==> src/rtl/mem_stage_async_pkg.sv <==
// Shared definitions for the memory-access stage: bus widths and load-op encodings.
// The same encodings are produced by exe_stage when it builds es_to_ms_bus.
package mem_stage_async_pkg;

  localparam int unsigned ES_BUS_W = 75;
  localparam int unsigned MS_BUS_W = 70;
  localparam int unsigned HZ_BUS_W = 8;
  localparam int unsigned REG_W    = 5;

  typedef enum logic [2:0] {
    LOAD_OP_LW  = 3'd0,
    LOAD_OP_LB  = 3'd1,
    LOAD_OP_LBU = 3'd2,
    LOAD_OP_LH  = 3'd3,
    LOAD_OP_LHU = 3'd4
  } load_op_e;

endpackage

==> src/rtl/mem_stage_async_load_ext.sv <==
// Combinational lane select with sign/zero extension for loaded data.
// Kept standalone so the LWL/LWR merge unit can reuse it.
module load_ext
  import mem_stage_async_pkg::*;
#(
  parameter int unsigned DATA_W = 32
) (
  input  load_op_e          load_op_i,
  input  logic [1:0]        addr_lo_i,
  input  logic [DATA_W-1:0] raw_i,
  output logic [DATA_W-1:0] data_o
);

  logic [7:0]  byte_v;
  logic [15:0] half_v;

  always_comb begin
    byte_v = raw_i[7:0];
    case (addr_lo_i)
      2'd1:    byte_v = raw_i[15:8];
      2'd2:    byte_v = raw_i[23:16];
      2'd3:    byte_v = raw_i[31:24];
      default: byte_v = raw_i[7:0];
    endcase
    half_v = addr_lo_i[1] ? raw_i[31:16] : raw_i[15:0];
  end

  always_comb begin
    data_o = raw_i;
    case (load_op_i)
      LOAD_OP_LB:  data_o = {{(DATA_W-8){byte_v[7]}}, byte_v};
      LOAD_OP_LBU: data_o = {{(DATA_W-8){1'b0}}, byte_v};
      LOAD_OP_LH:  data_o = {{(DATA_W-16){half_v[15]}}, half_v};
      LOAD_OP_LHU: data_o = {{(DATA_W-16){1'b0}}, half_v};
      default:     data_o = raw_i;
    endcase
  end

endmodule

==> src/rtl/mem_stage_async.sv <==
// MEM stage with variable-latency data responses: waits for data_ok, buffers data
// under WB back-pressure, and drops responses still owed to flushed instructions.
module mem_stage_async
  import mem_stage_async_pkg::*;
#(
  parameter int unsigned DATA_W          = 32,
  parameter int unsigned MAX_DISCARD     = 3,
  parameter int unsigned ES_TO_MS_BUS_WD = ES_BUS_W,
  parameter int unsigned MS_TO_WS_BUS_WD = MS_BUS_W,
  parameter int unsigned HAZARD_BUS_WD   = HZ_BUS_W
) (
  input  logic                       clk,
  input  logic                       resetn,
  input  logic                       ws_allowin,
  output logic                       ms_allowin,
  input  logic                       es_to_ms_valid,
  input  logic [ES_TO_MS_BUS_WD-1:0] es_to_ms_bus,
  output logic                       ms_to_ws_valid,
  output logic [MS_TO_WS_BUS_WD-1:0] ms_to_ws_bus,
  input  logic                       flush,
  input  logic                       data_sram_data_ok,
  input  logic [DATA_W-1:0]          data_sram_rdata,
  output logic [HAZARD_BUS_WD-1:0]   ms_hazard_bus,
  output logic [DATA_W-1:0]          ms_forward,
  output logic                       ms_discard_ovf
);

  localparam int unsigned      CNT_W   = $clog2(MAX_DISCARD + 1);
  localparam logic [CNT_W-1:0] CNT_MAX = CNT_W'(MAX_DISCARD);
  localparam int unsigned      F_LO    = 2 * DATA_W;

  logic                       ms_valid_q, ms_valid_d;
  logic [ES_TO_MS_BUS_WD-1:0] es_bus_q, es_bus_d;
  logic                       buf_valid_q, buf_valid_d;
  logic [DATA_W-1:0]          buf_data_q, buf_data_d;
  logic [CNT_W-1:0]           discard_cnt_q, discard_cnt_d;
  logic                       ovf_q, ovf_d;

  load_op_e          load_op;
  logic              mem_req, res_from_mem, gr_we;
  logic [REG_W-1:0]  dest;
  logic [DATA_W-1:0] alu_result, pc;

  assign pc           = es_bus_q[DATA_W-1:0];
  assign alu_result   = es_bus_q[F_LO-1:DATA_W];
  assign dest         = es_bus_q[F_LO+4:F_LO];
  assign gr_we        = es_bus_q[F_LO+5];
  assign res_from_mem = es_bus_q[F_LO+6];
  assign mem_req      = es_bus_q[F_LO+7];
  assign load_op      = load_op_e'(es_bus_q[F_LO+10:F_LO+8]);

  logic rsp_hit, rsp_drop, flush_discard, ms_ready_go, ms_data_pending;
  logic [DATA_W-1:0] raw_data, ext_data, final_result;

  assign rsp_hit       = data_sram_data_ok && (discard_cnt_q == '0) && ms_valid_q
                         && mem_req && !buf_valid_q;
  assign rsp_drop      = data_sram_data_ok && (discard_cnt_q != '0);
  assign flush_discard = flush && ms_valid_q && mem_req && !buf_valid_q && !rsp_hit;

  assign ms_ready_go     = !mem_req || rsp_hit || buf_valid_q;
  assign ms_allowin      = !ms_valid_q || (ms_ready_go && ws_allowin);
  assign ms_to_ws_valid  = ms_valid_q && ms_ready_go && !flush;
  assign ms_data_pending = ms_valid_q && res_from_mem && !(rsp_hit || buf_valid_q);

  assign raw_data = buf_valid_q ? buf_data_q : data_sram_rdata;

  load_ext #(.DATA_W(DATA_W)) u_load_ext (
    .load_op_i (load_op),
    .addr_lo_i (alu_result[1:0]),
    .raw_i     (raw_data),
    .data_o    (ext_data)
  );

  assign final_result   = res_from_mem ? ext_data : alu_result;
  assign ms_to_ws_bus   = {gr_we, dest, final_result, pc};
  assign ms_hazard_bus  = {ms_valid_q, gr_we, dest, ms_data_pending};
  assign ms_forward     = final_result;
  assign ms_discard_ovf = ovf_q;

  always_comb begin
    ms_valid_d    = ms_valid_q;
    es_bus_d      = es_bus_q;
    buf_valid_d   = buf_valid_q;
    buf_data_d    = buf_data_q;
    discard_cnt_d = discard_cnt_q;
    ovf_d         = ovf_q;

    if (flush) begin
      ms_valid_d = 1'b0;
    end else if (ms_allowin) begin
      ms_valid_d = es_to_ms_valid;
    end
    if (es_to_ms_valid && ms_allowin) begin
      es_bus_d = es_to_ms_bus;
    end

    if (flush || (ms_to_ws_valid && ws_allowin)) begin
      buf_valid_d = 1'b0;
    end else if (rsp_hit && !ws_allowin) begin
      buf_valid_d = 1'b1;
      buf_data_d  = data_sram_rdata;
    end

    // A new owed response and a dropped one in the same cycle cancel out.
    if (flush_discard && !rsp_drop) begin
      if (discard_cnt_q != CNT_MAX) begin
        discard_cnt_d = discard_cnt_q + CNT_W'(1);
      end
    end else if (!flush_discard && rsp_drop) begin
      discard_cnt_d = discard_cnt_q - CNT_W'(1);
    end
    if (flush_discard && (discard_cnt_q == CNT_MAX)) begin
      ovf_d = 1'b1;
    end
  end

  always_ff @(posedge clk) begin
    if (!resetn) begin
      ms_valid_q    <= 1'b0;
      es_bus_q      <= '0;
      buf_valid_q   <= 1'b0;
      buf_data_q    <= '0;
      discard_cnt_q <= '0;
      ovf_q         <= 1'b0;
    end else begin
      ms_valid_q    <= ms_valid_d;
      es_bus_q      <= es_bus_d;
      buf_valid_q   <= buf_valid_d;
      buf_data_q    <= buf_data_d;
      discard_cnt_q <= discard_cnt_d;
      ovf_q         <= ovf_d;
    end
  end

endmodule
==> config.mk <==
export PLATFORM = sky130hd
export DESIGN_NAME = mem_stage_async
export DESIGN_NICKNAME = d
export VERILOG_FILES = /design/src/rtl/mem_stage_async_pkg.sv /design/src/rtl/mem_stage_async_load_ext.sv /design/src/rtl/mem_stage_async.sv
export SDC_FILE = /design/constraint.sdc
export NUM_CORES = 1
export LEC_CHECK = 0
export ABC_AREA = 1
export CAP_MARGIN = 20
export CORE_ASPECT_RATIO = 1.1
export CORE_MARGIN = 2
export CORE_UTILIZATION = 43
export CTS_CLUSTER_SIZE = 20
export DETAILED_ROUTE_END_ITERATION = 7
export GPL_TIMING_DRIVEN = 0
export HOLD_SLACK_MARGIN = 0.06
export PLACE_DENSITY_LB_ADDON = 0.15
export SKIP_LAST_GASP = 1
export SLEW_MARGIN = 10
export SYNTH_ARGS = -nofsm -noshare
export SYNTH_HDL_FRONTEND = slang
export SYNTH_SLANG_ARGS = --single-unit
==> constraint.sdc <==
create_clock -name clk -period 1.7 [get_ports clk]
set_input_delay 0.255 -clock clk [delete_from_list [all_inputs] [get_ports clk]]
set_output_delay 0.255 -clock clk [all_outputs]
set_load 0.005 [all_outputs]
==> results of run 1 <==
==> path summary, 6_finish.rpt <==
check | startpoint | endpoint | slack [ns] | cells past startpoint
setup reg to reg | buf_valid_q | es_bus_q[71] | -0.13 | 13
hold reg to reg | ms_discard_ovf | ms_discard_ovf | 0.48 | 1
setup / recovery | buf_valid_q | ms_to_ws_bus[60] | -0.85 | 17
hold / removal | resetn | es_bus_q[8] | 0.29 | 3
==> state kept, by name, indices dropped and copies added (netlist names) <==
| name | flops |
|---|---|
| discard_cnt_q | 2 |
| ms_valid_q | 1 |
| buf_data_q | 32 |
| ms_discard_ovf | 1 |
| es_bus_q | 75 |
| buf_valid_q | 1 |
==> per-stage QoR <==
stage | utilization [%] | setup TNS, ns | hold slack (ns) | std cells | setup slack, ns
5_1_grt | 79.5 | -56.92 | 0.328 | 1752 | -0.917
4_1_cts | 70.9 | -55.82 | 0.294 | 1707 | -0.965
2_1_floorplan | - | 0 | 0.390 | 1190 | 0.0181
3_5_place_dp | 59.1 | -85.61 | 0.460 | 1617 | -1.03
3_3_place_gp | 59.1 | -82.92 | 0.450 | 1617 | -1.03
6_report | 79.5 | -49.32 | 0.285 | 1752 | -0.850
==> synth_stat cells, types with 2 or more instances <==
library cell,number
a21oi_1,118
and2_1,2
buf_1,8
buf_2,17
buf_4,94
buf_6,2
clkbuf_1,31
dfxtp_1,112
inv_1,142
inv_2,3
nand2_1,315
nand2_2,4
nand3_1,114
nand3_2,4
nand4_1,3
nor2_1,179
o21ai_0,15
o21ai_1,2
or2_2,17
==> tightest hold or removal path, cell delays in order <==
cell and delay [ns]:
clkbuf_1 0.21, nand2_1 0.13, nor2_1 0.03
==> layer usage <==
layer / up-vias / global-route usage (%) / share of wire (%)
met5: - / 0 / 0
met4: 0 / 15.7 / 6.4
met1: 4245 / 32.9 / 36
li1: 4292 / - / -
met2: 512 / 50.5 / 50
met3: 167 / 6.02 / 7.9
==> logic make-up (layout without fill, tap and decap cells) <==
| kind of cell | count (synthesis) | count (layout) |
|---|---|---|
| AND/OR/NAND/NOR | 643 | 643 |
| AO/OA/AOI/OAI | 137 | 137 |
| flip-flops | 112 | 112 |
| buffers and inverters | 298 | 656 |
==> power by group through the flow <==
stage	sequential (uW)	combinational [uW]	clock (uW)
floorplan	2890	1120	0
global placement	2910	2190	0
detailed placement	2910	2200	0
CTS	2860	2600	2390
global route	2900	3350	2480
finish	2890	3160	2430
==> area by class of cell <==
type | instances | area (um2)
Buffer | 148 | 1290
Clock buffer | 11 | 233
Clock inverter | 5 | 86.3
Fill cell | 1071 | 3340
Inverter | 146 | 559
Multi-Input combinational cell | 780 | 4700
Sequential cell | 112 | 2260
Tap cell | 204 | 255
Timing Repair Buffer | 346 | 3530
==> what timing repair did <==
item	CTS	global route
pin swaps	50	97
resized for setup	496	342
buffers inserted	70	49
setup endpoints to repair	135	174
hold buffers	0	0
cloned	8	6
==> summary.txt, run 1 <==
Outcome
  • Failing checks: negative setup slack
  • Status: complete, but fails checks

Critical path
  • Delay of the slowest cell on the worst path: around 0.41 ns
  • WP data arrival: 2.30 ns
  • Data required, critical path: 1.44 ns
  • CP Launch Type: flip-flop
  • Cell repeated most along the worst path: buf_6
  • Top delay family on crit path: buffers and inverters
  • Slowest cell on crit path: dfxtp_4
  • Crit-path cells: inv_6, buf_12, nand2_4, nand3_4, nand2_4, nand2_4, nand2_4, nand2_8, buf_6, buf_6, buf_6, buf_6, nand3_4, nand2_2, inv_2, buf_6, buf_6
  • Crit. End Element: output pin
  • Crit Path Category: flip-flop to output pin
  • Worst Path Max Fanout: 6
  • Buffer and inverter count on the worst path: 9

Synth
  • Ys flop type: dfxtp_1
  • FF+latch count, synth: 112
  • Synth top area cells: dfxtp_1, nand2_1, buf_4
  • Syn avg cell area: between 5 and 6 um2
  • Mux cell area share after synthesis: 0%
  • Synth Area in Adders: 0%
  • Syn_nets: between 1000 and 1500
  • Synth top area share: 31.5%
  • Post-Syn Area: about 7100 um2
  • EDFF count, synth: 0
  • Sequential share of the synthesized area: 31.5%
  • Post-Synth XOR/XNOR Area: 0%
  • Synth Area in Simple Gates: 37.6%
  • Synth Area in Compound Gates: under 10%
  • Yosys top cell by area: dfxtp_1
  • Mapped Cells: 1190
  • Total of warnings raised by yosys: 0
  • Synth cell types: 27
  • Ys async rst share: 0%
  • Largest family of logic cells by synthesized area: simple AND/OR/NAND/NOR gates

Die
  • Height of the die: 139 um
  • Die Width: 127 um
  • Die area: 17600 um2
  • Rows: 49
  • Io pins: roughly 230
  • Initial core utilization: 43.8%
  • Core Area: 16200 um2

CTS
  • CTS tree: built
  • Clock sink count: 112
  • Clock tree buffer depth: 2
  • H-tree levels: 3
  • Clock slew at reported path FFs: 0.08 ns
  • Clk root buf: clkbuf_16
  • Worst-Skew Late Latency: 0.37 ns
  • Number of CTS-inserted buffers: 9

GRT
  • All-Layer GR Usage: 29.0%
  • Antenna violations before repair: 0
  • Number of global-route vias before repair: 8151
  • Largest net degree at the start of global routing: 19
  • Remaining Overflow, GRT: 0
  • First-pass GRT wire length: 40800 um

STA
  • Max-slew headroom: 43.4%
  • PnR worst setup slack: -0.850 ns
  • Worst-Margin Slew: 0.850 ns
  • # setup viols final: 142
  • Slew Viols, Final: 0
  • Tmin final: 2.55 ns
  • RSZ-0062 raised after global routing: yes
  • Fmax: 392 MHz
  • Final hold viol count: 0
  • Final period utilization: 150%
  • Clock Skews: 0.00705 ns

Power and ir drop
  • Static Leakage: approximately 0.0064 uW
  • VDD IR max: 523 uV
  • Net Sw Power: 2690 uW
  • Total power draw: 8470 uW
  • Sequential share of power: 34.0%
  • Clock power frac: 28.6%
  • Pint: just under 6000 uW
  • PwrDens: 656 nW/um2
  • Gate power share: 37.3%
  • Switching Fraction: 31.7%

Drt
  • Routed via count: 9216
  • Final ANT Viol Nets: 0
  • Final wirelength: 30600 um
  • Mean routed wirelength per cell: 17.5 um
  • Vias per inst: 5.26
  • Detailed Route Iter0 Violations: 683
  • Post-route DRC: 0
  • DR pass1 iterations: 5

Placement
  • Placed Area: between 9000 and 10000 um2
  • Detailed Place HPWL: ~18000 um
  • Port bufs: 223
  • GP Congestion: 0.965

Layout
  • Area Growth Syn to Fin: 81.5%
  • Commonest non-fill, non-tap cell in the layout: nand2_1
  • Nets: roughly 1700
  • Most frequent cells in the layout: nand2_1, nor2_1, clkdlybuf4s50_1, inv_1, buf_6
  • Finished Cell Area: about 13000 um2
  • Diodes inserted: 0
  • Share of cells above drive strength 1: between 30% and 40%

Job
  • Max Cap Viol: 0

Worst hold path
  • Min-Delay Path Class: input port to flip-flop
Note: power is estimated with default switching activity, not from simulation.
==> inputs of run 2 (changes only) <==
--- a/config.mk
+++ b/config.mk
@@ -7,12 +7,11 @@
 export LEC_CHECK = 0
 export ABC_AREA = 1
 export CAP_MARGIN = 20
-export CORE_ASPECT_RATIO = 1.1
 export CORE_MARGIN = 2
 export CORE_UTILIZATION = 43
 export CTS_CLUSTER_SIZE = 20
 export DETAILED_ROUTE_END_ITERATION = 7
-export GPL_TIMING_DRIVEN = 0
+export GPL_TIMING_DRIVEN = 1
 export HOLD_SLACK_MARGIN = 0.06
 export PLACE_DENSITY_LB_ADDON = 0.15
 export SKIP_LAST_GASP = 1
==> run 2 against run 1 <==
The flow still finishes with violations (negative setup slack). Global-route usage shrank 0.37 points. Sequential share of layout area grew 0.16 points. Routed wire length shrank 4.9%. Non-clock buffer count shrank 101. Power shrank 5.5%. First-iteration DRC count grew 9.4%. Die area is essentially flat. Core utilization shrank 1.2 points. Cell count shrank 4.7%. Fmax grew 12%.
==> summary.txt, run 2 (same netlist as run 1, synthesis figures left out) <==
Job
  • Max Cap Viol: 0 (unchanged)

STA
  • Slew Viols, Final: 0 (unchanged)
  • Final hold viol count: 0 (unchanged)
  • PnR worst setup slack: -0.584 ns (+0.266 ns)
  • Fmax: 438 MHz (+12%)
  • Clock Skews: 0.0107 ns (+0.00362 ns)
  • RSZ-0062 raised after global routing: yes
  • Final period utilization: 134% (-16 points)
  • Tmin final: 2.28 ns (-0.266 ns)
  • Setup TNS Final: -55.96 ns (-6.65 ns)
  • Worst-Margin Slew: 0.379 ns (-0.471 ns)
  • Hold_ws: 0.242 ns (-0.0427 ns)
  • # setup viols final: 177 (+25%)
  • Max-slew headroom: 74.6% (+31 points)

Placement
  • Setup Slack @ Placement: -0.774 ns (+0.253 ns)
  • Cells after DPL: 1572 (-2.8%)
  • Placed Area: 9540 um2 (-0.66%)
  • Detailed Place HPWL: 14900 um (-17%)
  • Port bufs: 225 (+0.90%)
  • GP Congestion: 0.916 (-5.1%)

Critical path
  • Slowest cell on crit path: dfxtp_4
  • Delay of the slowest cell on the worst path: 0.40 ns (about the same)
  • Critical R2R Capture: es_bus_q[57]
  • Data required, critical path: 1.44 ns (about the same)
  • Crit. End Element: output pin
  • Worst Path Max Fanout: 7 (+1)
  • Worst setup endpoint: ms_forward[27]
  • WP data arrival: 2.03 ns (-0.27 ns)
  • Cell repeated most along the worst path: nand2_4
  • CP startpoint: buf_valid_q
  • Worst r2r path cells: 14 (+1)
  • Crit Path Category: flip-flop to output pin
  • Crit-path cells: clkinv_8, buf_6, nand2_4, nand2_4, nand2_4, nand2_4, nand2_4, nand2_8, buf_6, nand2_8, nand3_2, nand2_2, inv_2, buf_6
  • Worst r2r src: buf_valid_q
  • Reg2reg setup slack: -0.35 ns (-0.22 ns)
  • CP Launch Type: flip-flop

Power and ir drop
  • VDD IR max: 536 uV (+2.4%)
  • Clock power frac: 28.0% (-0.6 points)
  • Pint: 5440 uW (-5.9%)
  • Sequential share of power: 36.0% (+2.0 points)
  • PwrDens: 626 nW/um2 (-4.6%)
  • Switching Fraction: 32.0% (+0.31 points)
  • Gate power share: 36.0% (-1.3 points)
  • Net Sw Power: 2560 uW (-4.6%)
  • Static Leakage: 0.00599 uW (-6.3%)

GRT
  • Number of global-route vias before repair: 7826 (-4.0%)
  • Antenna violations before repair: 0 (unchanged)
  • Remaining Overflow, GRT: 0 (unchanged)
  • Largest net degree at the start of global routing: 73 (+54)
  • All-Layer GR Usage: 28.6% (-0.37 points)
  • First-pass GRT wire length: 40200 um (-1.4%)

CTS
  • # hold bufs at CTS: 0 (unchanged)
  • CTS tree: built
  • Clock slew at reported path FFs: 0.08 ns (about the same)
  • Clock sink count: 112 (unchanged)
  • Clk root buf: clkbuf_16
  • Worst-Skew Late Latency: 0.35 ns (-0.02 ns)
  • H-tree levels: 3 (unchanged)
  • Number of CTS-inserted buffers: 9 (unchanged)
  • Clock tree buffer depth: 2 (unchanged)

Outcome
  • Status: complete, but fails checks
  • Failing checks: negative setup slack

Die
  • Initial core utilization: 43.5% (-0.27 points)
  • Height of the die: 133 um (-4.5%)
  • Core Area: 16300 um2 (+0.62%)
  • Io pins: 226 (unchanged)
  • Die area: 17600 um2 (about the same)
  • Die Width: 133 um (+4.7%)
  • Rows: 47 (-4.1%)

Drt
  • DR pass1 iterations: 5 (unchanged)
  • Routed via count: 8653 (-6.1%)
  • Post-route DRC: 0 (unchanged)
  • Detailed Route Iter0 Violations: 747 (+9.4%)
  • Mean routed wirelength per cell: 17.4 um (-0.20%)
  • Final wirelength: 29100 um (-4.9%)
  • Vias per inst: 5.18 (-1.4%)
  • Final ANT Viol Nets: 0 (unchanged)

Layout
  • Largest reg by FF count: es_bus_q
  • Most frequent cells in the layout: nand2_1, clkdlybuf4s50_1, nor2_1, inv_1, dfxtp_1
  • Nets: 1558 (-5.9%)
  • Share of cells above drive strength 1: 44.2% (+4.2 points)
  • Cell Count, Final, Fillers Out: 1669 (-4.7%)
  • Diodes inserted: 0 (unchanged)
  • Max FFs per register: 75 (unchanged)
  • Area Growth Syn to Fin: 79.9%
  • Commonest non-fill, non-tap cell in the layout: nand2_1
  • Finished Cell Area: 12800 um2 (-0.90%)
  • Biggest regs: es_bus_q (75), buf_data_q (32), discard_cnt_q (2)

Worst hold path
  • Hold Path Depth: 3 (unchanged)
  • Min-Delay Path Class: input port to flip-flop
## run 2: changes by cell type in the layout (fill, tap and decap cells not counted), sizes merged
cell          change
buf              -66
clkbuf           -32
inv               -5
dlymetal6s2s      -3
nand2             +3
clkinv            +2
dlygate4sd2       +2
bufinv            -1
clkinvlp          +1
## run 2: layer usage
layer | global-route usage, % | part of all wire (%)
met3 | 6.82 | 7.8
met1 | 33.4 | 38
met5 | 0 | 0
met2 | 49.6 | 49
met4 | 13.2 | 5.3
## run 2: timing repair
item,in CTS,in global routing
pin swaps,80,107
resized for setup,544,300
endpoints found under the hold margin,0,0
setup buffers,40,27
setup endpoints to repair,142,176
cloned,30,7
## run 2: power by group through the flow
stage	combinational (uW)	sequential [uW]	clock (uW)
floorplan	1120	2890	0
global placement	2070	2900	0
detailed placement	2080	2910	0
CTS	2610	2870	2230
global route	3070	2900	2350
finish	2890	2880	2240
## run 2: worst min path at each step
| stage | startpoint | endpoint | slack, ns |
|---|---|---|---|
| after global placement | es_bus_q[63] | es_bus_q[63] | 0.45 |
| after floorplan | data_sram_rdata[0] | buf_data_q[0] | 0.39 |
| final | resetn | es_bus_q[10] | 0.24 |
| after global routing | resetn | discard_cnt_q[1] | 0.25 |
| after CTS | resetn | es_bus_q[10] | 0.23 |
| after detailed placement | es_bus_q[63] | es_bus_q[63] | 0.46 |
## run 2: cell type report
cell class	instances	area, um2
Clock buffer	13	260
Clock inverter	2	38.8
Fill cell	1155	3550
Inverter	146	572
Multi-Input combinational cell	783	5200
Sequential cell	112	2260
Tap cell	220	275
Timing Repair Buffer	393	4190
## run 2: per-stage QoR
stage	util (%)	power [uW]
2_1_floorplan	-	4010
3_3_place_gp	58.3	4970
3_5_place_dp	58.3	4980
4_1_cts	72.3	7710
5_1_grt	78.3	8310
6_report	78.3	8010
## run 2: critical path: cells and delay by family, from the launching register on
| kind | cells | cell delay (ns) |
|---|---|---|
| DFF | 1 | 0.40 |
| and+or+nand+nor | 9 | 0.70 |
| buffers and inverters | 5 | 0.57 |
==> inputs of run 3 (changes only) <==
==> constraint.sdc (replaced) <==
create_clock -name clk -period 1.7 [get_ports clk]
set_input_delay 0.17 -clock clk [delete_from_list [all_inputs] [get_ports clk]]
set_output_delay 0.17 -clock clk [all_outputs]
set_load 0.005 [all_outputs]
==> run 3 against run 2 <==
The run still ends with negative setup slack left. Count of clock-buffer cells in the layout shrank 3. Routed wire length decreased by 0.87%. Power decreased by 0.44%. Cell count is 1.6% higher.
==> summary.txt, run 3 (same netlist as run 1, synthesis figures left out) <==
Layout
  • Commonest non-fill, non-tap cell in the layout: nand2_1
  • Nets: 1584 (+1.7%)
  • Area of the multi-input gates: 4870 um2 (-6.4%)
  • Fillers: 1187 (+2.8%)
  • Biggest regs: es_bus_q (75), buf_data_q (32), discard_cnt_q (2)
  • Most frequent cells in the layout: nand2_1, nor2_1, clkdlybuf4s50_1, inv_1, dfxtp_1
  • Area Growth Syn to Fin: 77.1%
  • Sequential Area: 2250 um2 (-0.39%)
  • Max FFs per register: 75 (unchanged)
  • Largest reg by FF count: es_bus_q
  • Share of cells above drive strength 1: 38.8% (-5.4 points)
  • Diodes inserted: 0 (unchanged)

GRT
  • Largest net degree at the start of global routing: 75 (+2.7%)
  • All-Layer GR Usage: 25.0% (-3.6 points)
  • Remaining Overflow, GRT: 0 (unchanged)
  • Antenna violations before repair: 0 (unchanged)
  • First-pass GRT wire length: 35600 um (-11%)
  • Number of global-route vias before repair: 7154 (-8.6%)

Placement
  • Detailed Place HPWL: 14900 um (+0.46%)
  • Port bufs: 225 (unchanged)
  • Setup Slack @ Placement: -0.576 ns (+0.198 ns)
  • GP Congestion: 0.939 (+2.5%)

Power and ir drop
  • VDD IR max: 518 uV (-3.3%)
  • Static Leakage: 0.00610 uW (+1.8%)
  • PwrDens: 633 nW/um2 (+1.1%)
  • Total power draw: 7970 uW (-0.44%)

Drt
  • Mean routed wirelength per cell: 17.0 um (-2.4%)
  • Post-route DRC: 0 (unchanged)
  • Final ANT Viol Nets: 0 (unchanged)
  • Vias per inst: 5.10 (-1.5%)
  • Routed via count: 8658 (+0.058%)
  • DR pass1 iterations: 5 (unchanged)
  • Final wirelength: 28800 um (-0.87%)
  • Detailed Route Iter0 Violations: 667 (-11%)

Critical path
  • Worst r2r src: buf_valid_q
  • WP data arrival: 2.13 ns (+0.10 ns)
  • Crit Path Category: flip-flop to output pin
  • Data required, critical path: 1.53 ns (+0.09 ns)
  • Worst Path Max Fanout: 7 (unchanged)
  • CP startpoint: buf_valid_q
  • Crit. End Element: output pin
  • Reg2reg setup slack: -0.17 ns (+0.18 ns)
  • Cell repeated most along the worst path: nand2_4
  • Critical R2R Capture: es_bus_q[60]
  • Worst setup endpoint: ms_forward[26]
  • Worst r2r path cells: 11 (-3)
  • Slowest cell on crit path: dfxtp_4
  • CP Launch Type: flip-flop
  • Crit-path cells: inv_6, buf_12, nand2_4, nand2_4, nand2_4, nand2_4, nand2_4, nand2_8, buf_12, nand2_8, buf_6, buf_6, nand3_2, nand2_2, inv_2, buf_6
  • Delay of the slowest cell on the worst path: 0.39 ns (about the same)

CTS
  • # hold bufs at CTS: 0 (unchanged)
  • Clk root buf: clkbuf_16
  • H-tree levels: 3 (unchanged)
  • Worst-Skew Late Latency: 0.35 ns (about the same)
  • Clock sink count: 112 (unchanged)
  • Number of CTS-inserted buffers: 9 (unchanged)
  • CTS tree: built
  • Clock slew at reported path FFs: 0.08 ns (about the same)
  • Clock tree buffer depth: 2 (unchanged)

STA
  • RSZ-0062 raised after global routing: yes
  • # setup viols final: 126 (-29%)
  • PnR worst setup slack: -0.600 ns (-0.0164 ns)
  • Final hold viol count: 0 (unchanged)
  • Max-slew headroom: 69.2% (-5.3 points)
  • Final period utilization: 135% (+0.97 points)
  • Tmin final: 2.30 ns (+0.0164 ns)
  • Slew Viols, Final: 0 (unchanged)
  • Worst-Margin Slew: 0.462 ns (+0.0828 ns)
  • Fmax: 435 MHz (-0.71%)
  • Clock Skews: 0.00678 ns (-0.00389 ns)
  • Setup TNS Final: -37.01 ns (+18.96 ns)

Die
  • Rows: 47 (unchanged)
  • Height of the die: 133 um (unchanged)
  • Io pins: 226 (unchanged)
  • Die Width: 133 um (unchanged)
  • Die area: 17600 um2 (unchanged)
  • Initial core utilization: 43.5% (unchanged)
  • Core Area: 16300 um2 (unchanged)

Outcome
  • Status: complete, but fails checks
  • Failing checks: negative setup slack

Worst hold path
  • Min-Delay Path Class: input port to flip-flop

Job
  • Max Cap Viol: 0 (unchanged)
## run 3: metrics by stage
step           hold WS, ns  std cells  util [%]  cell area (um2)
6_report            0.0944       1696      77.1            12600
5_1_grt             0.0889       1696      77.1            12600
4_1_cts             0.0817       1628      65.2            10700
3_5_place_dp         0.453       1569      58.4             9550
3_3_place_gp         0.448       1569      58.4             9550
2_1_floorplan        0.305       1190         -             7110
## run 3: timing repair
| action | CTS | global route |
|---|---|---|
| hold endpoints to repair | 0 | 0 |
| endpoints found under the setup margin | 67 | 140 |
| cloned | 5 | 24 |
| pin swaps | 45 | 99 |
| buffers inserted | 39 | 52 |
| resized for setup | 299 | 363 |
## run 3: worst min path at each step
stage	startpoint	endpoint	slack, ns	cells after the start
5_1_grt	resetn	discard_cnt_q[1]	0.09	3
6_report	resetn	discard_cnt_q[1]	0.09	3
3_3_place_gp	ms_discard_ovf	ms_discard_ovf	0.45	1
4_1_cts	resetn	discard_cnt_q[1]	0.08	3
2_1_floorplan	data_sram_rdata[0]	buf_data_q[0]	0.30	2
3_5_place_dp	ms_discard_ovf	ms_discard_ovf	0.45	1
## run 3: area by class of cell
class,count,share of cell area [%]
clock buffer,10,1.82
clock inverter,6,0.546
inverter,146,4.46
multi-input combinational,784,38.6
sequential,112,17.9
tap,220,2.18
timing repair buffer,418,34.5
## run 3: critical path, delay by kind of cell (launching register included)
family                 cells  cell delay (ns)
buffers and inverters      7             0.74
and+or+nand+nor            9             0.64
DFF                        1             0.39
## run 3: power by group
part           total [uW]  leakage (uW)  internal, uW  switching [uW]
Sequential           2870      0.000924          2760             107
Combinational        2910       0.00504          1490            1420
Clock                2190      0.000143          1150            1040
Total                7970       0.00610          5410            2570
## run 3: routing by layer
metal / GRT usage [%] / vias to the layer above / share of wire (%)
met1: 31.1 / 4047 / 39
met4: 8.48 / 0 / 4.0
met3: 5.59 / 84 / 6.3
met5: 0 / - / 0
met2: 42.8 / 382 / 51
li1: - / 4145 / -
